### src/rtl/alarm_scheduler.sv
// Buzzer arbiter for the frio/quente/falha alarms: fixed-priority grant,
// beep-burst sequencing and square-wave tone generation with per-source mute.
module alarm_scheduler #(
  parameter int TONE_DIV = 5_000_000,
  parameter int ON_CYC   = 12_500_000,
  parameter int OFF_CYC  = 12_500_000,
  parameter int GAP_CYC  = 50_000_000,
  parameter int N_FRIO   = 2,
  parameter int N_QUENTE = 4,
  parameter int CW       = 26
) (
  input  logic       clk,
  input  logic       rst,
  input  logic       req_frio,
  input  logic       req_quente,
  input  logic       req_falha,
  input  logic       ack,
  output logic       sinal,
  output logic [1:0] grant,
  output logic       ativo
);

  typedef enum logic [2:0] {IDLE, ON, OFF, GAP, CONT} state_t;

  localparam logic [CW-1:0] TONE_LAST = CW'(TONE_DIV - 1);
  localparam logic [CW-1:0] ON_LAST   = CW'(ON_CYC - 1);
  localparam logic [CW-1:0] OFF_LAST  = CW'(OFF_CYC - 1);
  localparam logic [CW-1:0] GAP_LAST  = CW'(GAP_CYC - 1);
  localparam logic [7:0]    NB_FRIO   = 8'(N_FRIO);
  localparam logic [7:0]    NB_QUENTE = 8'(N_QUENTE);

  state_t        state, state_d;
  logic [1:0]    grant_d;
  logic          sinal_d;
  logic [CW-1:0] timer, timer_d;
  logic [CW-1:0] tone_cnt, tone_d;
  logic [7:0]    beep_cnt, beep_d;
  logic [2:0]    mute, mute_d;

  logic [2:0]    req_v, ack_mask, elig;
  logic [1:0]    pick, launch_src;
  logic          granted_ok, launch;
  logic [7:0]    n_cur;

  // bit 0 = frio, bit 1 = quente, bit 2 = falha
  assign req_v = {req_falha, req_quente, req_frio};

  always_comb begin
    ack_mask = 3'b000;
    if (ack) begin
      case (grant)
        2'd1:    ack_mask = 3'b001;
        2'd2:    ack_mask = 3'b010;
        2'd3:    ack_mask = 3'b100;
        default: ack_mask = 3'b000;
      endcase
    end
  end

  // An ack in this cycle already removes its source from arbitration.
  assign elig   = req_v & ~mute & ~ack_mask;
  assign mute_d = (mute & req_v) | ack_mask;
  assign n_cur  = (grant == 2'd2) ? NB_QUENTE : NB_FRIO;

  always_comb begin
    if (elig[2])      pick = 2'd3;
    else if (elig[1]) pick = 2'd2;
    else if (elig[0]) pick = 2'd1;
    else              pick = 2'd0;
  end

  always_comb begin
    case (grant)
      2'd1:    granted_ok = elig[0];
      2'd2:    granted_ok = elig[1];
      2'd3:    granted_ok = elig[2];
      default: granted_ok = 1'b0;
    endcase
  end

  always_comb begin
    state_d    = state;
    grant_d    = grant;
    sinal_d    = sinal;
    timer_d    = timer;
    tone_d     = tone_cnt;
    beep_d     = beep_cnt;
    launch     = 1'b0;
    launch_src = pick;

    if (state != IDLE && !granted_ok) begin
      state_d = IDLE;
      grant_d = 2'd0;
      sinal_d = 1'b0;
      timer_d = '0;
      tone_d  = '0;
      beep_d  = '0;
    end else if ((grant == 2'd1 || grant == 2'd2) && elig[2]) begin
      launch     = 1'b1;
      launch_src = 2'd3;
    end else begin
      case (state)
        IDLE: launch = 1'b1;
        ON: begin
          if (tone_cnt == TONE_LAST) begin
            tone_d  = '0;
            sinal_d = ~sinal;
          end else begin
            tone_d = tone_cnt + 1'b1;
          end
          if (timer == ON_LAST) begin
            timer_d = '0;
            tone_d  = '0;
            sinal_d = 1'b0;
            state_d = (beep_cnt < n_cur) ? OFF : GAP;
          end else begin
            timer_d = timer + 1'b1;
          end
        end
        OFF: begin
          if (timer == OFF_LAST) begin
            timer_d = '0;
            tone_d  = '0;
            sinal_d = 1'b1;
            beep_d  = beep_cnt + 8'd1;
            state_d = ON;
          end else begin
            timer_d = timer + 1'b1;
          end
        end
        GAP: begin
          if (timer == GAP_LAST) launch = 1'b1;
          else                   timer_d = timer + 1'b1;
        end
        CONT: begin
          if (tone_cnt == TONE_LAST) begin
            tone_d  = '0;
            sinal_d = ~sinal;
          end else begin
            tone_d = tone_cnt + 1'b1;
          end
        end
        default: state_d = IDLE;
      endcase
    end

    // Start a fresh pattern for the winning source (or fall back to IDLE).
    if (launch) begin
      timer_d = '0;
      tone_d  = '0;
      grant_d = launch_src;
      case (launch_src)
        2'd3: begin
          state_d = CONT;
          sinal_d = 1'b1;
          beep_d  = '0;
        end
        2'd1, 2'd2: begin
          state_d = ON;
          sinal_d = 1'b1;
          beep_d  = 8'd1;
        end
        default: begin
          state_d = IDLE;
          sinal_d = 1'b0;
          beep_d  = '0;
        end
      endcase
    end
  end

  always_ff @(posedge clk or posedge rst) begin
    if (rst) begin
      state    <= IDLE;
      grant    <= 2'd0;
      ativo    <= 1'b0;
      sinal    <= 1'b0;
      timer    <= '0;
      tone_cnt <= '0;
      beep_cnt <= '0;
      mute     <= 3'b000;
    end else begin
      state    <= state_d;
      grant    <= grant_d;
      ativo    <= (grant_d != 2'd0);
      sinal    <= sinal_d;
      timer    <= timer_d;
      tone_cnt <= tone_d;
      beep_cnt <= beep_d;
      mute     <= mute_d;
    end
  end

endmodule

### config.mk
export PLATFORM = sky130hd
export DESIGN_NAME = alarm_scheduler
export DESIGN_NICKNAME = d
export VERILOG_FILES = /design/src/rtl/alarm_scheduler.sv
export SDC_FILE = /design/constraint.sdc
export NUM_CORES = 1
export LEC_CHECK = 0
export CELL_PAD_IN_SITES_DETAIL_PLACEMENT = 1
export CELL_PAD_IN_SITES_GLOBAL_PLACEMENT = 1
export CORE_UTILIZATION = 45
export CTS_CLUSTER_DIAMETER = 80
export DETAILED_ROUTE_END_ITERATION = 7
export HOLD_SLACK_MARGIN = 0.06
export PLACE_DENSITY_LB_ADDON = 0.1
export SLEW_MARGIN = 30
export SYNTH_ARGS = -nofsm -noshare
export SYNTH_HDL_FRONTEND = slang
export SYNTH_SLANG_ARGS = --single-unit
### constraint.sdc
create_clock -name clk -period 3.8 [get_ports clk]
set_clock_uncertainty 0.15 [all_clocks]
set_input_delay 0.57 -clock clk [delete_from_list [all_inputs] [get_ports clk]]
set_output_delay 0.57 -clock clk [all_outputs]
set_load 0.01 [all_outputs]
==> metrics.yaml <==
synthTopCellsByArea: "dfrtp_1 (39%), nand2_1 (4.1%), ha_1 (3.4%), o21ai_0 (3.4%), nand3_1 (3.1%)"
maxCapViolCount: 0
p_per_area_nw_per_um2: 431.3
synthArstFlopShare_pct: 100.0
hold_path_startpoint: "mute[0]"
cts-root-buf: "clkbuf_8"
clk_pin_slew_worst_paths_ns: 0.08
worstPathArrival_ns: 3.48
max_freq_ghz: 0.2984
synthSimpleGateAreaFrac_pct: 29.00
wl_um: 13250
drive_gt1_share_pct: 7.533
cp-start-kind: "register"
synthCells: 519
grt_pass1_vias: 4257
synth_nets: 537
drc: 0
relSlewSlack_pct: 47.14
critical_path_class: "register to register"
r2r_end: "timer[23]"
synth.largest_area_cell: "dfrtp_1"
synth_cell_types: 63
drt-initial-drc-count: 198
rsz0062_at_grt: "no"
ys.flop_type: "dfrtp_1"
rows: 36
hold_path_class: "register to register"
diodes: 0
core_area_um2: 9684
grt_pass1_wl_um: 22110
min_to: "mute[0]"
mostFrequentLayoutCell: "dfrtp_1"
synthesis.area_um2: 4471
dp.cells: 648
end_kind: "register"
tightestPinTransition_ns: 0.7903
setup_viol: 0
hpwl_um: 9295
clock_latency_ns: 0.36
final_hold_viol_count: 0
clock_path_buffers: 2
synth_xor_area_share_pct: 1.371
final_cell_mix: "dfrtp_1 (70), nand2_1 (49), nor2_1 (35), o21ai_0 (30), nand3_1 (28)"
multiInputGateArea_um2: 2516
slew_violations: 0
final_cells: 664
dieArea_um2: 10340
synth_seq_cells: 70
final_core_util_pct: 50.78
wl_per_cell_um: 19.96
synth-seq-area-share_pct: 39.18
vias: 4282
dr.pass1.iters: 4
seqCellArea_um2: 1752
cts_buffers: 9
grt_max_degree: 40
synth.area.mux_share_pct: 0.4758
r2r_setup_slack_ns: 0.45
path_max_fanout: 15
power.leakage_nw: 1.885
fin_crit_sh_pct: 88.20
max-vdd-ir-drop_mv: 0.1660
synth-compound-area-share_pct: 22.08
reg2reg_depth: 6
cp.required_ns: 3.93
die_w_um: 101.7
grt-ovfl-total: 0
place_congestion: 0.8345
holdPathStages: 2
syn_to_final_growth_pct: 9.992
start_util_pct: 46.16
yosysTopAreaCellShare_pct: 39.18
cts_tree: "built"
synth_edf_count: 0
min_period_ns: 3.351
cts.repair.resized: 0
grt_antenna_before_repair: 0
cts_setup_buffers: 0
die_h_um: 101.7
ctsHoldBuffers: 0
fin_setup_tns_ns: 0
viasPerCell: 6.449
io_buffer_count: 9
ios: 10
r2r-start: "timer[7]"
cts_sinks: 70
synthAdderAreaFrac_pct: 3.359
h-tree-depth: 3
yosysWarnings: 0
syn_avg_cell_area_um2: 8.614
antenna_left: 0
grt_usage_pct: 27.71
fillers: 1154
nets: 544
synth_top_family_by_area: "simple AND/OR/NAND/NOR gates"
status: "completed"
layer usage:
layer	wire [um]	up-vias	track usage, %
li1	-	2001	-
met1	6310	2197	38.34
met2	6460	66	45.32
met3	304	18	3.865
met4	178	0	7.581
met5	0	-	0
metrics by stage:
step | hold slack, ns | power, mW | setup slack, ns | cell area [um^2]
after CTS | 0.3566 | 2.132 | 0.4362 | 4917
after global placement | 0.3197 | 1.483 | 0.5128 | 4725
after global routing | 0.3804 | 2.237 | 0.2831 | 4917
final | 0.3518 | 2.121 | 0.4485 | 4917
after floorplan | 0.2939 | 1.281 | 0.9061 | 4471
after detailed placement | 0.3374 | 1.507 | 0.4228 | 4725
registers in the layout (all words and copies together), names as in the netlist:
register,count
timer,26
ativo,1
beep_cnt,8
sinal,1
state,3
tone_cnt,26
mute,3
grant,2
critical path: stages (launching register included):
cell and delay, ns:
dfrtp_1 0.44, nor4bb_1 0.60, nand3_1 0.33, o31a_1 0.53, a311o_1 0.50, or4_1 0.52, a21oi_1 0.19
synth_stat cells (2+ instances only):
library cell,instances
nor3_1,25
o22ai_1,4
o31ai_1,11
a311oi_1,2
buf_2,3
o21ai_0,30
or2_2,5
o31a_1,5
a32oi_1,2
a21oi_1,16
nor4b_1,2
nand4b_1,4
nand2b_1,5
or4_1,12
and4_1,4
ha_1,12
o21a_1,2
nor4_1,10
a41oi_1,3
and3b_1,2
a221o_1,7
a211oi_1,3
nor2_1,35
a22o_1,14
o41ai_1,2
o221ai_1,2
nor2b_1,3
and3_1,10
nand2_1,49
clkbuf_1,21
inv_1,24
nand4_1,21
nand3_1,28
dfrtp_1,70
xnor2_1,2
or3_1,8
a31oi_1,22
nor4bb_1,5
a21o_1,5
o2bb2ai_1,2
xor2_1,5
report_power, final:
part	total, mW	internal (mW)	switching (mW)	leakage, nW
Clock	0.626	0.323	0.303	0.0976
Combinational	0.644	0.248	0.396	0.823
Sequential	0.852	0.796	0.0559	0.964
worst max path at each step:
| stage | from | end | slack, ns | cells after the start |
|---|---|---|---|---|
| final | timer[7] | timer[23] | 0.45 | 6 |
| after global routing | timer[7] | timer[23] | 0.28 | 6 |
| after CTS | timer[0] | tone_cnt[22] | 0.44 | 7 |
| after detailed placement | ack | tone_cnt[7] | 0.42 | 8 |
| after global placement | ack | tone_cnt[18] | 0.51 | 8 |
| after floorplan | timer[11] | timer[25] | 0.91 | 7 |
kinds of logic (layout without fill, tap and decap cells):
| kind of cell | after synthesis | in the layout |
|---|---|---|
| adders and majority gates | 12 | 12 |
| xor gates and xnor gates | 7 | 7 |
| muxes | 2 | 2 |
| DFF | 70 | 70 |
| AOI/OAI and AO/OA | 142 | 142 |
| and+or+nand+nor | 236 | 236 |
| buffers and inverters | 50 | 62 |
area by class of cell:
type / count / share of cell area [%]
multi-input combinational: 399 / 51.17
clock buffer: 13 / 3.028
tap: 133 / 3.384
inverter: 24 / 1.832
timing repair buffer: 22 / 4.071
sequential: 70 / 35.62
clock inverter: 3 / 0.8906
Power figures use the tool's default switching activity.
